`src/rtl/mtr_pkg.sv`:
```
// mtr_pkg: shared types and helpers for the motor PWM generator.
//   pwm_state_t - generator FSM states
//   CNT_W_DEF   - default period counter width (period = 2**CNT_W_DEF clk)
//   DUTY_W_DEF  - default signed duty width (always CNT_W_DEF + 1)
//   abs_sat()   - magnitude of a 32-bit signed value, saturating the most
//                 negative input to the largest positive value
package mtr_pkg;

    typedef enum logic [1:0] {IDLE, START, RUN, STOP} pwm_state_t;

    localparam int CNT_W_DEF  = 11;
    localparam int DUTY_W_DEF = 12;

    function automatic logic [31:0] abs_sat(input logic signed [31:0] v);
        logic [31:0] r;
        if (!v[31]) begin
            r = v;
        end else if (v == {1'b1, {31{1'b0}}}) begin
            r = 32'h7FFF_FFFF;
        end else begin
            r = -v;
        end
        return r;
    endfunction

endpackage

```
`src/rtl/pwm_period_cnt.sv`:
```
// pwm_period_cnt: free-running PWM period counter.
//   clk, rst_n - clock, asynchronous active-low reset
//   clr        - synchronous clear to 0 (has priority over inc)
//   inc        - advance by one; wraps naturally from all-ones to 0
//   cnt        - current count
//   wrap       - cnt is at its last value of the period (all ones)
//   zero       - cnt is 0 (first cycle of a period)
module pwm_period_cnt #(
    parameter int CNT_W = 11
) (
    input  logic             clk,
    input  logic             rst_n,
    input  logic             clr,
    input  logic             inc,
    output logic [CNT_W-1:0] cnt,
    output logic             wrap,
    output logic             zero
);

    always_ff @(posedge clk or negedge rst_n) begin
        if (!rst_n) begin
            cnt <= '0;
        end else if (clr) begin
            cnt <= '0;
        end else if (inc) begin
            cnt <= cnt + 1'b1;
        end
    end

    assign wrap = (cnt == {CNT_W{1'b1}});
    assign zero = (cnt == '0);

endmodule

```
`src/rtl/mtr_pwm_gen.sv`:
```
// mtr_pwm_gen: complementary PWM generator for one motor half-bridge.
// A signed duty command becomes a direction bit plus a high/low PWM pair that
// feeds the dead-time stage. New duty values are taken only at period
// boundaries; dropping en finishes the current period before stopping.
//   clk, rst_n   - clock, asynchronous active-low reset
//   en           - drive enable (level)
//   duty         - signed duty command (two's complement, DUTY_W = CNT_W+1)
//   duty_vld     - 1-cycle strobe capturing duty into the pending register
//   high_out     - high-side PWM
//   low_out      - low-side PWM, complement of high_out while running
//   dir          - 1 = reverse, held for the whole active period
//   period_start - 1-cycle pulse on the first cycle of each running period
//   busy         - FSM is not IDLE
module mtr_pwm_gen
    import mtr_pkg::*;
#(
    parameter int CNT_W  = CNT_W_DEF,
    parameter int DUTY_W = DUTY_W_DEF   // must be CNT_W + 1
) (
    input  logic              clk,
    input  logic              rst_n,
    input  logic              en,
    input  logic [DUTY_W-1:0] duty,
    input  logic              duty_vld,
    output logic              high_out,
    output logic              low_out,
    output logic              dir,
    output logic              period_start,
    output logic              busy
);

    pwm_state_t        state, stateNxt;
    logic              cntClr, cntInc, cntWrap, cntZero;
    logic [CNT_W-1:0]  cnt;
    logic              loadShadow;

    logic [31:0]       dutyAbs;
    logic [DUTY_W-1:0] dutyMag;
    logic [DUTY_W-1:0] pendMag, shadowMag, effMag;
    logic              pendDir, shadowDir, effDir;
    logic              running, pwmOn;

    pwm_period_cnt #(.CNT_W(CNT_W)) uCnt (
        .clk   (clk),
        .rst_n (rst_n),
        .clr   (cntClr),
        .inc   (cntInc),
        .cnt   (cnt),
        .wrap  (cntWrap),
        .zero  (cntZero)
    );

    // |duty| fits DUTY_W unsigned bits (the most negative value maps to
    // 2**CNT_W); the saturation only matters for out-of-range widths.
    assign dutyAbs = abs_sat({{(32-DUTY_W){duty[DUTY_W-1]}}, duty});
    assign dutyMag = (|dutyAbs[31:DUTY_W]) ? {DUTY_W{1'b1}} : dutyAbs[DUTY_W-1:0];

    // A strobe in the same cycle as a shadow load bypasses the pending reg.
    assign effMag = duty_vld ? dutyMag : pendMag;
    assign effDir = duty_vld ? duty[DUTY_W-1] : pendDir;

    always_ff @(posedge clk or negedge rst_n) begin
        if (!rst_n) begin
            state <= IDLE;
        end else begin
            state <= stateNxt;
        end
    end

    always_comb begin
        stateNxt   = state;
        cntClr     = 1'b0;
        cntInc     = 1'b0;
        loadShadow = 1'b0;
        unique case (state)
            IDLE: begin
                cntClr = 1'b1;
                if (en) stateNxt = START;
            end
            START: begin
                cntClr     = 1'b1;
                loadShadow = 1'b1;
                stateNxt   = RUN;
            end
            RUN: begin
                cntInc = 1'b1;
                // en is only looked at on the last cycle, so a period is
                // never cut short.
                if (cntWrap) begin
                    loadShadow = 1'b1;
                    if (!en) stateNxt = STOP;
                end
            end
            STOP: begin
                // Always return via IDLE, giving at least two off cycles.
                cntClr   = 1'b1;
                stateNxt = IDLE;
            end
            default: stateNxt = IDLE;
        endcase
    end

    always_ff @(posedge clk or negedge rst_n) begin
        if (!rst_n) begin
            pendMag <= '0;
            pendDir <= 1'b0;
        end else if (duty_vld) begin
            pendMag <= dutyMag;
            pendDir <= duty[DUTY_W-1];
        end
    end

    always_ff @(posedge clk or negedge rst_n) begin
        if (!rst_n) begin
            shadowMag <= '0;
            shadowDir <= 1'b0;
        end else if (loadShadow) begin
            shadowMag <= effMag;
            shadowDir <= effDir;
        end
    end

    // shadowMag has one extra bit, so a full-scale duty (2**CNT_W) keeps
    // pwmOn true for every count, including the wrap cycle.
    assign running = (state == RUN);
    assign pwmOn   = ({1'b0, cnt} < shadowMag);

    always_ff @(posedge clk or negedge rst_n) begin
        if (!rst_n) begin
            high_out     <= 1'b0;
            low_out      <= 1'b0;
            dir          <= 1'b0;
            period_start <= 1'b0;
        end else begin
            high_out     <= running & pwmOn;
            low_out      <= running & ~pwmOn;
            period_start <= running & cntZero;
            if (running) dir <= shadowDir;
        end
    end

    assign busy = (state != IDLE);

endmodule

```
`config.mk`:
```
export PLATFORM = sky130hd
export DESIGN_NAME = mtr_pwm_gen
export DESIGN_NICKNAME = d
export VERILOG_FILES = /design/src/rtl/mtr_pkg.sv /design/src/rtl/pwm_period_cnt.sv /design/src/rtl/mtr_pwm_gen.sv
export SDC_FILE = /design/constraint.sdc
export NUM_CORES = 1
export LEC_CHECK = 0
export CORE_UTILIZATION = 45
export CTS_BUF_LIST = sky130_fd_sc_hd__clkbuf_16
export CTS_CLUSTER_SIZE = 14
export DETAILED_ROUTE_END_ITERATION = 7
export SLEW_MARGIN = 40
export SYNTH_ARGS = -nofsm -noshare
export SYNTH_HDL_FRONTEND = slang
export SYNTH_SLANG_ARGS = --single-unit
export TNS_END_PERCENT = 50
```
`constraint.sdc`:
```
create_clock -name clk -period 4.7 [get_ports clk]
set_input_delay 0.94 -clock clk [delete_from_list [all_inputs] [get_ports clk]]
set_output_delay 0.94 -clock clk [all_outputs]
set_load 0.02 [all_outputs]
```
Word-level counts from Yosys, hierarchy flattened. Index checks and enable logic that the tools add are counted. W data, S select, Z words.

Add/subtract/negate cells: 2. Order comparisons: 1. Eq/ne operators: 8. Multiplexer cells: 15. Bitwise logic cells: 4. Reductions and logical operators: 7.

Operators by type and width (count): $mux W32 (2); $eq A32 B32 Y1 const B (1); $neg A12 Y32 (1); $mux W12 (2); $mux W11 (2); $reduce_or A20 Y1 (1); $lt A11 B12 Y1 (1); $add A11 B1 Y11 const B (1); $eq A11 B11 Y1 const B (1); $logic_not A11 Y1 (1); $pmux W2 S4 (1); $mux W2 (3); $ne A2 B2 Y1 const B (3); $eq A2 B2 Y1 const B (2); $mux W1 (4); $reduce_bool A2 Y1 (2); $and A1 B1 Y1 (3); $reduce_and A3 Y1 (1); $reduce_or A3 Y1 (1); $eq A2 B1 Y1 const B (1); $logic_not A2 Y1 (1); $pmux W1 S2 (1); $not A1 Y1 (1).

Flip-flop bits (word level): 43. Input bits: 16. Output and inout bits: 5. Logic and storage cells: 47.

Logic depth before layout (Yosys ltp). Gate-level depths: netlist of the first run.

Word-level depth: 6. Gate-level depth with buffers: 7. Mapped depth without buffers: 7.

Hierarchy. Synthesis of the first run repeated with hierarchy kept, for this count alone.

Cell total of the unflattened synthesis: 219. Area total of the unflattened synthesis: 2361.0 sq um.

By module, submodules not included: mtr_pwm_gen (instances 1, cells each 158, area an instance 1761.7 sq um, seq. area each 800.8 sq um); pwm_period_cnt (instances 1, cells each 61, area an instance 599.3 sq um, seq. area each 275.3 sq um).

Worst setup path before layout of the first run. No wires, ideal clock.

Path kind: input-to-reg. Start: in duty[4]. End: reg shadowMag[9]. Data arrival time: 2318 ps. Data required time: 4577 ps. Path slack: 2258 ps. Cell stages on the path: 5. Path through: or4_4 > or4_4 > mux2i_1 > a21boi_1 > o21ai_2.

Longest elaborated chain between the ends: 6. Elaborated cells on any way between the ends: 7. Classes of those cells: 1 x add/sub; 1 x eq/ne; 4 x mux; 1 x reduce/logical.

RTL lines: from (decl) (line mtr_pwm_gen.sv:23) `input logic [DUTY_W-1:0] duty,`; $neg A12 Y32 or $eq A32 B32 Y1 (tied branches) (line mtr_pkg.sv:21, mtr_pkg.sv:18); $mux W32 (*) (line mtr_pkg.sv:18) `end else if (v == {1'b1, {31{1'b0}}}) begin`; $mux W32 (*) (line mtr_pkg.sv:16) `if (!v[31]) begin`; $reduce_or A20 Y1 (line mtr_pwm_gen.sv:56) `assign dutyMag = (|dutyAbs[31:DUTY_W]) ? {DUTY_W{1'b1}} : dutyAbs[DUTY_W-1:0];`; $mux W12 (*) (line mtr_pwm_gen.sv:56); $mux W12 (*); to (signal assigned) (line mtr_pwm_gen.sv:118) `shadowMag <= effMag;`; to (decl) (line mtr_pwm_gen.sv:39) `logic [DUTY_W-1:0] pendMag, shadowMag, effMag;`.

Every way passes the cells marked *; elsewhere a longest branch is shown, timed or not. A chain may end at the register's enable or synchronous reset.

Final worst setup path of the first run.
Start: in duty[2]. End: reg shadowMag[9].

The elaborated chain is that of the path after synthesis.

==> metrics.yaml, run 1 <==
outcome: "complete, no violations"
path_cells: "clkdlybuf4s50_1 > or4_4 > or4_4 > mux2i_1 > a21boi_1 > o21ai_2"
hpwl_um: 3119
area_growth_pct: 18.61
routed_wl_um: 4256
drc_errors: 0
synthDistinctLibCells: 38
clkTransAtPathRegs_ns: 0.05
critPathMaxFanout: 5
synthAdderAreaFrac: 0.09249
netlist_instances: 221
drtPass1Iterations: 4
post-cts-setup-buffers: 0
vias: 1605
die_h_um: 73.49
crit_arrival_ns: 2.87
maxCapViolCount: 0
nFillCells: 457
finalMaxSlewViolations: 0
antenna_found_initial: 0
port_buffers: 20
cts_resized: 0
synth_top_area_frac: 0.4679
grt.total_usage: 0.1847
seqCellArea_sq_um: 1076
synth_warnings: 0
numCtsBuffers: 5
dieArea_sq_um: 5400
clk_latency_ns: 0.28
cp-startpoint: "duty[2]"
max_stage_delay_ns: 0.55
critPathLaunchType: "input port"
initial_core_util: 0.4774
reg2reg_from: "uCnt.cnt[0]"
grt_pass1_vias: 1586
coreArea_sq_um: 4817
slowest_stage: "or4_4"
min_path_type: "reg2reg"
maxSlewHeadroom: 0.6401
synth_xor_area_frac: 0.06474
layout_min_cycle_time_ns: 2.705
fin_skew_ns: 0.005492
viasPerCell: 5.144
critPathKind: "in2reg"
ys_ff_latch: 43
grt_pass1_wl_um: 7514
drt_iter0_drc: 91
crit_top_cell: "or4_4"
syn-num-nets: 254
postPlaceCellArea_sq_um: 2569
synth_compound_area_frac: 0.1045
routedWlPerCell_um: 13.64
tightest_slew_ns: 0.5398
antennaDiodeCount: 0
period_share: 0.5756
max_freq_ghz: 0.3696
gp_congestion: 0.7490
cts_tree: "done"
hold_viol: 0
syn_avg_cell_area_sq_um: 10.41
synth-simple-area-share: 0.1469
ir_drop_uv: 287.4
nets: 277
final_layout_size_suffix_gt1_frac: 0.1143
ff2ff_path_depth: 6
synthMuxAreaShare: 0.07726
fp-row-count: 25
endpoint: "shadowMag[9]"
synth_top_family_by_area: "simple AND/OR/NAND/NOR gates"
grt.overflow.total: 0
yosys-top-cells-area: "dfrtp_1, ha_1, mux2_2"
rsz0062_at_grt: "no"
power.leakage_uw: 0.001273
grt_max_degree: 44
yosysSeqAreaShare: 0.4679
multi_input_area_sq_um: 1117
ios: 21
synth_top_cell_by_area: "dfrtp_1"
r2r-end: "shadowMag[11]"
cp.required_ns: 4.86
cts_buffer_depth: 2
cts_htree_levels: 2
fin_area_sq_um: 2728
synthesis.area_sq_um: 2300
tns_ns: 0
die_w_um: 73.49
power.density_nw_per_um2: 489.7
setup_violations: 0
ctsHoldBuffers: 0
cts.sinks: 43
critPathCaptureType: "flop"
r2r_slack_ns: 2.39
ant_nets: 0
root_buffer: "clkbuf_16"
==> cell usage in the layout, fill, tap and decap left out, types with 4 or more instances in the layout <==
| cell type | instances |
|---|---|
| a21o_1 | 4 |
| a21oi_1 | 11 |
| clkbuf_16 | 5 |
| clkdlybuf4s50_1 | 18 |
| dfrtp_1 | 43 |
| ha_1 | 17 |
| inv_1 | 22 |
| mux2_2 | 13 |
| nand2_1 | 7 |
| nand2b_1 | 4 |
| nand3_1 | 7 |
| nor2_1 | 27 |
| o21ai_0 | 7 |
| o31ai_1 | 5 |
| xnor2_1 | 5 |
| xor2_1 | 12 |
==> routing by layer <==
layer / share of wire / track usage / vias up
met5: 0 / 0 / -
met1: 0.50 / 0.2713 / 783
met4: 0.0087 / 0.05769 / 0
li1: - / - / 805
met2: 0.47 / 0.2732 / 12
met3: 0.022 / 0.03704 / 5
==> worst min path at each step <==
stage / start / to / slack, ns / cells after the start
4_1_cts: pendMag[11] / pendMag[11] / 0.48 / 1
6_report: pendMag[11] / pendMag[11] / 0.47 / 1
3_5_place_dp: pendMag[11] / pendMag[11] / 0.47 / 1
2_1_floorplan: pendMag[11] / pendMag[11] / 0.44 / 1
5_1_grt: shadowMag[1] / shadowMag[1] / 0.51 / 1
3_3_place_gp: pendMag[11] / pendMag[11] / 0.46 / 1
==> critical path, delay by kind of cell <==
kind / cells / cell delay (ns)
buffers and inverters: 1 / 0.49
AND/OR/NAND/NOR: 2 / 1.01
AO/OA/AOI/OAI: 2 / 0.30
multiplexers: 1 / 0.14
==> Yosys cell counts (all sizes together) <==
| master | number |
|---|---|
| a21oi | 11 |
| buf | 2 |
| o31ai | 5 |
| or4 | 3 |
| a32oi | 1 |
| nand2 | 7 |
| o22ai | 1 |
| and4 | 3 |
| a21o | 4 |
| nor2b | 1 |
| or3 | 1 |
| and2 | 3 |
| ha | 17 |
| mux2 | 14 |
| o41a | 1 |
| nand4b | 1 |
| clkbuf | 3 |
| inv | 22 |
| a21boi | 1 |
| o211ai | 2 |
| nand3 | 7 |
| a211o | 1 |
| nand4 | 3 |
| mux2i | 2 |
| o21ai | 8 |
| dfrtp | 43 |
| nor2 | 27 |
| nand2b | 4 |
| xnor2 | 5 |
| xor2 | 12 |
| nor4 | 3 |
| nor3 | 2 |
| a221oi | 1 |
==> per-stage QoR <==
step	worst slack, ns	power, uW	std cells	util	hold slack [ns]
after global routing	1.892	1428	312	0.5662	0.5094
after CTS	1.987	1355	312	0.5673	0.4794
after detailed placement	1.697	969.4	304	0.5332	0.4663
after floorplan	2.258	822.7	221	-	0.4436
final	1.995	1336	312	0.5662	0.4731
after global placement	1.704	950.6	303	0.5304	0.4637
==> registers in the layout (all words and copies together), names as in the netlist <==
signal	cells
shadowDir	1
period_start	1
dir	1
state	2
pendMag	12
low_out	1
pendDir	1
uCnt.cnt	11
shadowMag	12
high_out	1
==> cell type report <==
cell class                 count  share of cell area
clock inverter                 3             0.01422
tap                           67             0.03073
timing repair buffer          21             0.07477
multi-input combinational    151              0.4096
clock buffer                   5             0.04587
inverter                      22             0.03028
sequential                    43              0.3945
==> power by group <==
part / internal (uW) / switching, uW / total, uW / leakage (uW)
sequential: 466 / 54.3 / 520 / 0.000530
clock: 247 / 132 / 380 / 0.0000812
combinational: 211 / 225 / 436 / 0.000662
total: 924 / 412 / 1340 / 0.00127
==> cells by family after synthesis <==
family	Yosys count
multiplexers	16
adder cells (fa/ha/maj)	17
buffers and inverters	27
flip-flops	43
AND/OR/NAND/NOR	65
AO/OA/AOI/OAI	36
XOR/XNOR	17
Power figures use the tool's default switching activity.
==> run 2: changes to the inputs <==
Settings changed: PLACE_DENSITY set to 0.67.
Clock period 4.7 ns to 2.46 ns, I/O delays scaled along.
==> run 2 against run 1 <==
Effect of this change: sequential power is 90% higher; largest cell class unchanged; via count increased by 1.7%; critical path type unchanged; register-to-register slack lost 2.0 ns; non-clock buffer count rose by 11; cell area rose by 2.2%; clock skew fell by 0.0027 ns.
==> metrics.yaml, run 2 (same netlist as run 1, synthesis figures left out) <==
outcome: "complete, no violations"
top_layer: "met4"
initial_core_util: 0.4774  # unchanged
fp-row-count: 25  # unchanged
period_share: 0.8914
wl_met3_um: 96  # +1.1%
max_stage_delay_ns: 0.57  # +0.02 ns
coreArea_sq_um: 4817  # unchanged
drc_errors: 0  # unchanged
switchingPower_uw: 781.9  # +90%
cts.sinks: 43  # unchanged
routedWlPerCell_um: 12.68  # -7.1%
max_freq_ghz: 0.4560
cp.buffers_inverters: 1  # unchanged
clk_latency_ns: 0.28  # about the same
final_layout_size_suffix_gt1_frac: 0.1484  # +0.03415
grt.total_usage: 0.1728  # -0.01190
die_w_um: 73.49  # unchanged
grt_max_degree: 17  # -61%
ctsHoldBuffers: 0  # unchanged
path_cells: "clkdlybuf4s50_1 > or4_4 > or4_4 > mux2i_1 > a21boi_1 > o21ai_2"
nFillCells: 452  # -1.1%
ir_drop_uv: 513.9  # +79%
grt_pass1_vias: 1545  # -2.6%
layout_commonest_cell: "dfrtp_1"
ant_nets: 0  # unchanged
critPathKind: "in2reg"
dieArea_sq_um: 5400  # unchanged
layout_min_cycle_time_ns: 2.193
port_buffers: 20  # unchanged
min_path_type: "in2async"
rsz0062_at_grt: "no"
cts_htree_levels: 2  # unchanged
finalMaxSlewViolations: 0  # unchanged
combPwrFrac: 0.346  # +0.020
tightest_slew_ns: 0.4811  # -0.05871 ns
antennaDiodeCount: 0  # unchanged
seq_power_share: 0.401  # +0.012
ios: 21  # unchanged
power_uw: 2458  # +84%
crit_arrival_ns: 2.36  # -0.51 ns
maxSlewHeadroom: 0.6783  # +0.03813
hold_viol: 0  # unchanged
maxCapViolCount: 0  # unchanged
critPathCaptureType: "flop"
critPathTopFamily: "simple AND/OR/NAND/NOR gates"
critPathMaxFanout: 5  # unchanged
reg.largest.list: "pendMag x12, shadowMag x12, uCnt.cnt x11"
grt.overflow.total: 0  # unchanged
power.internal_uw: 1676  # +81%
clkPwrFrac: 0.253  # -0.031
hpwl_um: 3185  # +2.1%
nets: 288  # +4.0%
cts_buffer_depth: 2  # unchanged
gp_congestion: 0.7381  # -1.5%
setup_violations: 0  # unchanged
cts_resized: 0  # unchanged
post-cts-setup-buffers: 0  # unchanged
routed_wl_um: 4095  # -3.8%
antenna_found_initial: 0  # unchanged
area_growth_pct: 21.16
switching_share: 0.3182  # +0.01000
critPathLaunchType: "input port"
met2WireLength_um: 1926  # -3.4%
cp.required_ns: 2.63  # -2.23 ns
die_h_um: 73.49  # unchanged
viasPerCell: 5.053  # -1.8%
clkTransAtPathRegs_ns: 0.06  # about the same
crit_top_cell: "or4_4"
cts_tree: "done"
drtPass1Iterations: 4  # unchanged
power.leakage_uw: 0.001313  # +3.2%
power.density_nw_per_um2: 882.0  # +80%
mostFrequentLayoutCells: "dfrtp_1, nor2_1, inv_1, clkdlybuf4s50_1, ha_1"
fin_skew_ns: 0.002778  # -0.002714 ns
wl_met1_um: 2037  # -4.4%
root_buffer: "clkbuf_16"
slowest_stage: "or4_4"
numCtsBuffers: 5  # unchanged
drt_iter0_drc: 101  # +11%
tns_ns: 0  # unchanged
vias: 1632  # +1.7%
grt_pass1_wl_um: 7065  # -6.0%
run 2: cell types whose count changed in the layout (fill, tap and decap cells not counted):
| cell | delta |
|---|---|
| buf_6 | -1 |
| buf_4 | +11 |
| clkinvlp_4 | +1 |
| inv_1 | +1 |
| clkinv_1 | -1 |
| bufinv_16 | -1 |
| clkdlybuf4s50_1 | +1 |
run 2: final cells by class:
type / instances / area, sq um / share of cell area
Inverter: 22 / 82.58 / 0.02964
Clock buffer: 5 / 125.1 / 0.04490
Multi-Input combinational cell: 151 / 1117 / 0.4010
Tap cell: 67 / 83.83 / 0.03009
Timing Repair Buffer: 32 / 285.3 / 0.1024
Sequential cell: 43 / 1076 / 0.3862
Clock inverter: 3 / 16.27 / 0.005837
run 2: worst paths after layout:
path / slack (ns) / to / depth (start not counted) / startpoint
hold / removal: 0.08 / shadowMag[3] / 1 / rst_n
setup reg to reg: 0.35 / shadowMag[0] / 6 / uCnt.cnt[0]
max in group asynchronous: 1.87 / pendMag[11] / 2 / rst_n
setup / recovery: 0.27 / shadowMag[9] / 6 / duty[4]
hold reg to reg: 0.47 / pendMag[11] / 1 / pendMag[11]
min in group clk: 0.47 / pendMag[11] / 1 / pendMag[11]
run 2: stage by stage:
stage	utilization	hold slack [ns]	worst slack [ns]	area (sq um)	instances
after floorplan	-	0.1964	0.3304	2300	221
after global placement	0.5491	0.3871	-0.02209	2645	315
after detailed placement	0.5491	0.3878	-0.03401	2645	315
after CTS	0.5784	0.08919	0.2640	2786	323
after global routing	0.5784	0.1028	0.1702	2786	323
final	0.5784	0.08109	0.2673	2786	323
run 2: per-layer routing:
metal | GRT usage | up-vias
li1 | - | 835
met1 | 0.2463 | 781
met2 | 0.2640 | 12
met3 | 0.03704 | 4
met4 | 0.05128 | 0
met5 | 0 | -
run 2: power groups by stage:
| stage | registers, uW | clock network (uW) | logic [uW] |
|---|---|---|---|
| detailed placement | 1000 | 0 | 861 |
| global route | 1010 | 669 | 962 |
| global placement | 996 | 0 | 835 |
| CTS | 989 | 638 | 863 |
| finish | 986 | 621 | 851 |
| floorplan | 999 | 0 | 573 |
==> run 3: changes to the inputs <==
Settings changed: CAP_MARGIN set to 5.
==> results of run 3 <==
Final layout, timing and power as in run 2 (identical DEF).
